$ cat src/rtl/gray_event_counter_bank.sv
// Bank of up/down event counters exported in binary and registered Gray code,
// with a valid/ready snapshot port that can clear a channel (signalled via epoch).
module gray_event_counter_bank #(
   parameter int CH  = 4,
   parameter int W   = 8,
   parameter int SAT = 0,
   localparam int CHW = (CH > 1) ? $clog2(CH) : 1
) (
   input  logic                   clk,
   input  logic                   rst_n,
   input  logic [CH-1:0]          inc,
   input  logic [CH-1:0]          dec,
   output logic [CH-1:0][W-1:0]   cnt_bin,
   output logic [CH-1:0][W-1:0]   cnt_gray,
   output logic [CH-1:0]          epoch,
   output logic [CH-1:0]          ovf,
   input  logic                   req_valid,
   output logic                   req_ready,
   input  logic [CHW-1:0]         req_ch,
   input  logic                   req_clr,
   output logic                   rsp_valid,
   input  logic                   rsp_ready,
   output logic [W-1:0]           rsp_data,
   output logic                   rsp_ovf,
   output logic                   dbg_state
);

   typedef enum logic {S_IDLE = 1'b0, S_RESP = 1'b1} state_t;

   localparam logic [W-1:0] MAXV = '1;

   state_t               state_q, state_d;
   logic [CH-1:0][W-1:0] cnt_q, cnt_d;
   logic [CH-1:0][W-1:0] gray_q, gray_d;
   logic [CH-1:0]        epoch_q, epoch_d;
   logic [CH-1:0]        ovf_q, ovf_d;
   logic [W-1:0]         rsp_data_q, rsp_data_d;
   logic                 rsp_ovf_q, rsp_ovf_d;
   logic [W-1:0]         sel_data;
   logic                 sel_ovf;
   logic                 accept;
   logic [CH-1:0]        hit;

   // Handshake: a request transfers on a cycle with req_valid & req_ready, a
   // response on rsp_valid & rsp_ready; both ready/valid come straight from state.
   assign req_ready = (state_q == S_IDLE);
   assign rsp_valid = (state_q == S_RESP);
   assign accept    = (state_q == S_IDLE) && req_valid;

   always_comb begin
      cnt_d    = cnt_q;
      ovf_d    = ovf_q;
      epoch_d  = epoch_q;
      gray_d   = gray_q;
      hit      = '0;
      sel_data = '0;
      sel_ovf  = 1'b0;
      for (int i = 0; i < CH; i++) begin
         if (inc[i] && !dec[i]) begin
            if (cnt_q[i] == MAXV) begin
               ovf_d[i] = 1'b1;
               if (SAT == 0) cnt_d[i] = '0;
            end else begin
               cnt_d[i] = cnt_q[i] + 1'b1;
            end
         end else if (dec[i] && !inc[i]) begin
            if (cnt_q[i] == '0) begin
               ovf_d[i] = 1'b1;
               if (SAT == 0) cnt_d[i] = MAXV;
            end else begin
               cnt_d[i] = cnt_q[i] - 1'b1;
            end
         end
         hit[i] = accept && (req_ch == CHW'(i));
         if (hit[i]) begin
            sel_data = cnt_d[i];
            sel_ovf  = ovf_d[i];
         end
         // The accept-cycle count lands in the snapshot only; the channel restarts at 0.
         if (hit[i] && req_clr) begin
            cnt_d[i]   = '0;
            ovf_d[i]   = 1'b0;
            epoch_d[i] = ~epoch_q[i];
         end
         gray_d[i] = cnt_d[i] ^ (cnt_d[i] >> 1);
      end
   end

   always_comb begin
      state_d    = state_q;
      rsp_data_d = rsp_data_q;
      rsp_ovf_d  = rsp_ovf_q;
      case (state_q)
         S_IDLE: begin
            if (req_valid) begin
               state_d    = S_RESP;
               rsp_data_d = sel_data;
               rsp_ovf_d  = sel_ovf;
            end
         end
         S_RESP: begin
            if (rsp_ready) state_d = S_IDLE;
         end
         default: state_d = S_IDLE;
      endcase
   end

   always_ff @(posedge clk) begin
      if (!rst_n) begin
         state_q    <= S_IDLE;
         cnt_q      <= '0;
         gray_q     <= '0;
         epoch_q    <= '0;
         ovf_q      <= '0;
         rsp_data_q <= '0;
         rsp_ovf_q  <= 1'b0;
      end else begin
         state_q    <= state_d;
         cnt_q      <= cnt_d;
         gray_q     <= gray_d;
         epoch_q    <= epoch_d;
         ovf_q      <= ovf_d;
         rsp_data_q <= rsp_data_d;
         rsp_ovf_q  <= rsp_ovf_d;
      end
   end

   assign cnt_bin   = cnt_q;
   assign cnt_gray  = gray_q;
   assign epoch     = epoch_q;
   assign ovf       = ovf_q;
   assign rsp_data  = rsp_data_q;
   assign rsp_ovf   = rsp_ovf_q;
   assign dbg_state = state_q;

endmodule

$ cat config.mk
export PLATFORM = sky130hd
export DESIGN_NAME = gray_event_counter_bank
export DESIGN_NICKNAME = d
export VERILOG_FILES = /design/src/rtl/gray_event_counter_bank.sv
export SDC_FILE = /design/constraint.sdc
export NUM_CORES = 1
export LEC_CHECK = 0
export CAP_MARGIN = 5
export CORE_MARGIN = 8
export CORE_UTILIZATION = 45
export DETAILED_ROUTE_END_ITERATION = 10
export PLACE_DENSITY = 0.78
export SYNTH_ARGS = -nofsm -noshare
export SYNTH_HDL_FRONTEND = slang
export SYNTH_SLANG_ARGS = --single-unit
export TNS_END_PERCENT = 100
$ cat constraint.sdc
create_clock -name clk -period 3.37 [get_ports clk]
set_input_delay 0.674 -clock clk [delete_from_list [all_inputs] [get_ports clk]]
set_output_delay 0.674 -clock clk [all_outputs]
set_load 0.1 [all_outputs]
# Yosys cells after proc, flatten, opt, wreduce, memory -nomap -nowiden
# Cells that the tools add are included.
op_classes:
  n_addsub: 8
  reduce_logical: 35
  mul: 0
  n_eq_ne: 7
  n_div: 0
  mux: 47
  n_bitwise: 10
  order_cmp: 0
  shift: 0
ops:
  columns: ["cell", "count"]
  rows:
  - ["$mux W8", 24]
  - ["$add A8 B1 Y8 const B", 4]
  - ["$eq A8 B8 Y1 const B", 4]
  - ["$logic_not A8 Y1", 4]
  - ["$sub A8 B1 Y8 const B", 4]
  - ["$xor A8 B7 Y8", 4]
  - ["$mux W1", 22]
  - ["$logic_and A1 B1 Y1", 17]
  - ["$logic_not A1 Y1", 8]
  - ["$reduce_or A2 Y1", 4]
  - ["$not A1 Y1", 6]
  - ["$eq A2 B2 Y1 const B", 2]
  - ["$eq A2 B1 Y1 const B", 1]
  - ["$logic_not A2 Y1", 1]
  - ["$pmux W1 S2", 1]
  - ["$reduce_and A2 Y1", 1]
word_totals:
  latch_bits: 0
  inputBits: 15
  mem_count: 0
  reg_bits: 82
  mem_bits_rw: 0
  out_inout_bits: 84
  rom_bits: 0
  elab_cells: 126

# Longest topological paths before layout
# Gate-level depths: netlist (run 1).
depth:
  word_depth: 8
  mapped_depth: 9
  mapped_depth_nobuf: 8

# Worst setup path after synthesis (run 1)
# Ideal clock, no wire load.
synth_path:
  path_type: "register to register"
  start: "register cnt_q, in the netlist cnt_bin[8]"
  end: "register gray_q, in the netlist cnt_gray[12]"
  t_arrival_ns: 2.704
  setup_time_ns: 0.136
  slack_ns: 0.530
  required_time_ns: 3.234
  stages_incl_launch_ff: 9
  period_less_slack_ns: 2.840
  path_buffers: 0
  path_cell_list: "dfxtp_1 inv_1 ha_1 nor2b_1 a21oi_1 nor4_1 o31ai_1 o21bai_1 a21oi_1"
synth_via:
  elab_chain_len: 6
  word_cells_on_any_way: 10
  cone_classes: "add/sub (2); eq/ne (1); mux (5); bitwise (1); reduce/logical (1)"
synth_rtl:
  columns: ["item", "line_no", "source"]
  rows:
  - ["start, declared", "33", "logic [CH-1:0][W-1:0] cnt_q, cnt_d;"]
  - ["start signal, assigned", "119", "cnt_q <= cnt_d;"]
  - ["$sub A8 B1 Y8 / $logic_not A8 Y1 (equally long branches)", "71, 67", null]
  - ["$mux W8", "67", "if (cnt_q[i] == '0) begin"]
  - ["$mux W8", "66", "end else if (dec[i] && !inc[i]) begin"]
  - ["$mux W8 *", "59", "if (inc[i] && !dec[i]) begin"]
  - ["$mux W8 *", "80", "if (hit[i] && req_clr) begin"]
  - ["$xor A8 B7 Y8 *", "85", "gray_d[i] = cnt_d[i] ^ (cnt_d[i] >> 1);"]
  - ["end signal, assigned", "120", "gray_q <= gray_d;"]
  - ["end, declared", "34", "logic [CH-1:0][W-1:0] gray_q, gray_d;"]
# Every way passes the cells marked *; elsewhere a longest branch is shown, timed or not.
# A chain may end at the register's enable or synchronous reset.

# Worst setup path after layout (run 1)
layout_path:
  start: "input port inc[3]"
  end: "register rsp_data_q[6] (netlist: rsp_data[6])"
layout_via:
  elab_chain_len: 5
  word_cells_on_any_way: 6
  cone_classes: "mux (3); reduce/logical (3)"
layout_rtl:
  columns: ["item", "line_no", "source"]
  rows:
  - ["start, declared", "11", "input logic [CH-1:0] inc,"]
  - ["$logic_not A1 Y1", "66", null]
  - ["$logic_and A1 B1 Y1", "66", null]
  - ["$mux W8", "66", null]
  - ["$mux W8 *", "59", null]
  - ["$mux W8 *", "75", "if (hit[i]) begin"]
  - ["end signal, assigned", "123", "rsp_data_q <= rsp_data_d;"]
  - ["end, declared", "37", "logic [W-1:0] rsp_data_q, rsp_data_d;"]
# Marked as above.

==> impl_metrics.yaml, run 1 <==
run_status:
  status: "finished clean"
synth:
  synth_warnings: 0
  synth_edf_count: 0
  synth-async-reset-ratio_pct: 0
  synth_seq_area_share_pct: 32.46
  synth_cell_types: 87
  netlist_instances: 597
  synth.avg_cell_area_um2: 8.058
  synth_nets: 624
  synth_seq_cells: 78
  synth_area_um2: 4811
  synthFlopType: "dfxtp_1"
place:
  dpl_worst_slack_ns: 0.3698
  place_hpwl_mm: 10.80
  port_buffers: 98
  dp_cells: 807
  gp_congestion: 0.9080
  placed_cell_area_um2: 5632
power:
  p_total_mw: 4.387
  p_int_mw: 2.094
  p_leak_nw: 2.380
  p_comb_share_pct: 54.7
  switching_power_mw: 2.293
  ir_drop_mv: 0.5236
  p_clk_share_pct: 16.7
  p_per_area_nw_per_um2: 752.1
  p_sw_share_pct: 52.27
  p_seq_share_pct: 28.6
clock_network:
  cts_max_level: 3
  post_cts_buffers: 0
  clock_latency_ns: 0.35
  clk_pin_slew_ns: 0.08
  clock_sinks: 78
  cts_root_buffer: "clkbuf_8"
  tritoncts: "yes"
  cts_buffer_depth: 2
  cts_resized: 0
  cts-buffers-inserted: 9
  postCtsHoldBufs: 0
drt:
  firstDrtPassIters: 8
  detail-route-antenna-nets: 0
  drt_iter0_markers: 554
  wl_per_cell_um: 17.21
  drc: 0
  viasPerCell: 5.798
  dr_total_vias: 4760
  wl_mm: 14.13
die:
  fp.dieArea_um2: 14260
  coreArea_um2: 10370
  start_util_pct: 46.39
  ioPinCount: 99
  num_rows: 37
  fp.dieW_um: 119.4
  die_y_um: 119.4
job:
  maxCapViolCount: 0
finish:
  drive_gt1_share_pct: 20.29
  fillers: 968
  num-nets-final: 709
  finish.utilization_pct: 56.25
  multiInputGateArea_um2: 2899
  final_cell_mix: "98 x buf_4, 85 x nor2_1, 78 x dfxtp_1"
  antennaDiodeCount: 0
  regArea_um2: 1562
  layout_commonest_cell: "buf_4"
  fin_area_um2: 5833
  finalNonFillerCells: 821
  area_delta_synth_final_pct: 21.25
setup_path:
  path_class: "input port to flip-flop"
  critPathMaxFanout: 11
  worstReg2RegStart: "cnt_bin[8]"
  end_kind: "flip-flop"
  worstRegToRegCells: 8
  required_ns: 3.65
  ff2ff_setup_slack_ns: 0.79
  startpoint: "inc[3]"
  arrival_ns: 2.92
  r2r_end: "cnt_gray[12]"
  startpoint_type: "input port"
timing:
  holdWs_ns: 0.5048
  tightest_slew_ns: 0.9671
  max_freq_mhz: 379.3
  setup_violations: 0
  finalWorstSetupSlack_ns: 0.7336
  hold_violations: 0
  tns_ns: 0
  rsz0062_at_grt: "no"
  finalCritPeriodShare_pct: 78.23
  fin_crit_ns: 2.636
  relSlewSlack_pct: 35.33
  slew_violations: 0
  skew_ns: 0.009950
grt:
  grt_pass1_wl_mm: 23.15
  grt_pass1_vias: 4518
  antenna_found_initial: 0
  track_usage_pct: 19.48
  grt-ovfl-total: 0
  grt_max_degree: 18
hold_path:
  hold_path_depth: 2
  min_path_type: "flip-flop to flip-flop"
  whs_endpoint: "epoch[2]"
  hp-start: "epoch[2]"
cell type report:
type,count,area share (%)
inverters,28,1.802
clock inverters,4,1.266
clock buffers,10,2.188
well taps,136,2.917
multi-input cells,451,49.70
flip-flops and latches,78,26.77
repair buffers,114,15.36
power groups by stage:
stage	Clock, mW	Sequential, mW	Combinational (mW)
6_report	0.733	1.26	2.40
5_1_grt	0.790	1.28	2.52
4_1_cts	0.748	1.25	2.40
3_5_place_dp	0	1.27	2.39
3_3_place_gp	0	1.27	2.38
2_1_floorplan	0	2.33	0.843
sequential cells by signal, summed over array words and instances, names as in the netlist:
| name | flops |
|---|---|
| cnt_bin | 32 |
| cnt_gray | 28 |
| dbg_state | 1 |
| epoch | 4 |
| ovf | 4 |
| rsp_data | 8 |
| rsp_ovf | 1 |
cells by family after synthesis:
group / count (synthesis) / share of synthesized area [%]
AOI/OAI and AO/OA: 143 / 21.15
xor gates and xnor gates: 36 / 6.554
adders and majority gates: 12 / 3.121
buffers and inverters: 68 / 7.282
DFF: 78 / 32.46
muxes: 5 / 1.352
and+or+nand+nor: 255 / 28.09
routing by layer:
layer / vias up / GRT usage, % / share of wire [%]
met1: 2233 / 25.12 / 44
met3: 24 / 5.291 / 8.1
li1: 2307 / - / -
met5: - / 0 / 0
met4: 0 / 5.621 / 1.8
met2: 196 / 31.23 / 46
synthesized netlist by cell type (8+ instances only):
master,number,area (µm²)
a21oi_1,21,105.1
a31oi_1,8,50.05
and3_1,8,50.05
clkbuf_1,17,63.81
dfxtp_1,78,1562
ha_1,12,150.1
inv_1,28,105.1
nand2_1,35,131.4
nand3_1,27,135.1
nor2_1,85,319.1
nor2b_1,12,75.07
nor3_1,17,85.08
nor4_1,9,56.30
o211ai_1,12,90.09
o21ai_0,29,145.1
xnor2_1,28,245.2
xor2_1,8,70.07
worst max-delay path, stage by stage:
cell             delay [ns]
clkdlybuf4s50_1        0.63
nor4b_4                0.51
and4_1                 0.25
or3_1                  0.10
o211ai_1               0.23
o2bb2a_1               0.36
a31oi_1                0.15
worst max-delay path by stage:
stage,endpoint,cells past startpoint
after CTS,rsp_data[6],7
final,rsp_data[6],7
after global placement,rsp_data[6],7
after detailed placement,rsp_data[6],7
after floorplan,cnt_gray[12],8
after global routing,rsp_data[6],7
Note: power is estimated with default switching activity, not from simulation.
==> inputs of run 2 (changes only) <==
clock period = 2.7 ns   (was 3.37 ns; I/O delays follow)
==> impl_metrics.yaml, run 2 (synthesis gave the netlist of run 1 again) <==
finish:
  fin_area_um2: 6021
  final_cell_mix: "125 x buf_4, 85 x nor2_1, 74 x dfxtp_1"
  drive_gt1_share_pct: 23.94
  area_delta_synth_final_pct: 25.15
  largest_register_ffs: 32
  num-nets-final: 734
  antennaDiodeCount: 0
  layout_commonest_cell: "buf_4"
drt:
  detail-route-antenna-nets: 0
  drt_iter0_markers: 398
  firstDrtPassIters: 5
  drc: 0
  wl_mm: 14.35
  viasPerCell: 5.777
  wl_per_cell_um: 16.96
  dr_total_vias: 4887
die:
  coreArea_um2: 10370
  fp.dieW_um: 119.4
  die_y_um: 119.4
  ioPinCount: 99
  fp.dieArea_um2: 14260
  num_rows: 37
  start_util_pct: 46.39
place:
  gp_congestion: 0.9016
  place_hpwl_mm: 11.31
  port_buffers: 98
  placed_cell_area_um2: 5819
grt:
  grt_pass1_wl_mm: 23.89
  top_usage_layer: "met2"
  track_usage_pct: 19.99
  grt-ovfl-total: 0
  use_met2_pct: 33.12
  grt_max_degree: 18
  grt_pass1_vias: 4706
  antenna_found_initial: 0
  use_met3_pct: 4.582
  use_met1_pct: 25.44
clock_network:
  post_cts_buffers: 0
  cts_root_buffer: "clkbuf_8"
  cts_buffer_depth: 2
  postCtsHoldBufs: 0
  tritoncts: "yes"
  clock_latency_ns: 0.34
  cts_max_level: 3
  cts-buffers-inserted: 9
  cts_resized: 0
  clock_sinks: 78
  clk_pin_slew_ns: 0.07
setup_path:
  critPathMaxFanout: 6
  startpoint_type: "input port"
  arrival_ns: 2.67
  path_class: "input port to flip-flop"
  required_ns: 2.97
  end_kind: "flip-flop"
power:
  p_per_area_nw_per_um2: 917.1
  ir_drop_mv: 0.6559
  p_leak_nw: 2.504
timing:
  max_freq_mhz: 416.1
  slew_violations: 0
  relSlewSlack_pct: 45.99
  tns_ns: 0
  rsz0062_at_grt: "no"
  setup_violations: 0
  fin_crit_ns: 2.403
  skew_ns: 0.01055
  hold_violations: 0
  tightest_slew_ns: 0.8034
  finalCritPeriodShare_pct: 89.02
hold_path:
  min_path_type: "flip-flop to flip-flop"
job:
  maxCapViolCount: 0
run_status:
  status: "finished clean"
[run 2: stage by stage]
step	total power [mW]	cells	util, %	setup slack (ns)	hold WS [ns]
2_1_floorplan	3.957	597	-	0.002796	0.6964
3_3_place_gp	4.600	832	56.12	0.02854	0.5049
4_1_cts	5.540	846	58.06	0.3484	0.5168
5_1_grt	5.772	846	58.06	0.1387	0.5514
6_report	5.521	846	58.06	0.2966	0.5191
3_5_place_dp	4.629	832	56.12	0.005650	0.5059
[run 2: worst max-delay path, stage by stage]
cell and delay [ns]:
clkdlybuf4s50_1 0.52, or3b_2 0.58, nor4_1 0.38, o31ai_1 0.26, o21bai_1 0.22, a21oi_1 0.16
[run 2: routing by layer]
| layer | up-vias | part of all wire [%] |
|---|---|---|
| met5 | - | 0 |
| met4 | 0 | 1.4 |
| met3 | 20 | 7.0 |
| li1 | 2346 | - |
| met1 | 2309 | 44 |
| met2 | 212 | 48 |
[run 2: area by class of cell]
class	instances	area, µm²
clock buffer	10	127.6
timing repair buffer	139	1079
fill	968	4349
inverter	28	105.1
clock inverter	4	73.82
multi-input combinational	451	2899
sequential	78	1567
tap	136	170.2
[run 2: path summary, 6_finish.rpt]
kind | startpoint | to | slack (ns) | cells after the start
hold reg to reg | epoch[3] | epoch[3] | 0.52 | 2
setup reg to reg | cnt_bin[8] | cnt_gray[12] | 0.35 | 8
setup / recovery | inc[1] | cnt_gray[12] | 0.30 | 6
hold / removal | epoch[3] | epoch[3] | 0.52 | 2
[run 2: power breakdown]
group / internal (mW) / total, mW / switching, mW
Sequential: 1.35 / 1.57 / 0.224
Clock: 0.511 / 0.912 / 0.401
Combinational: 0.792 / 3.04 / 2.24
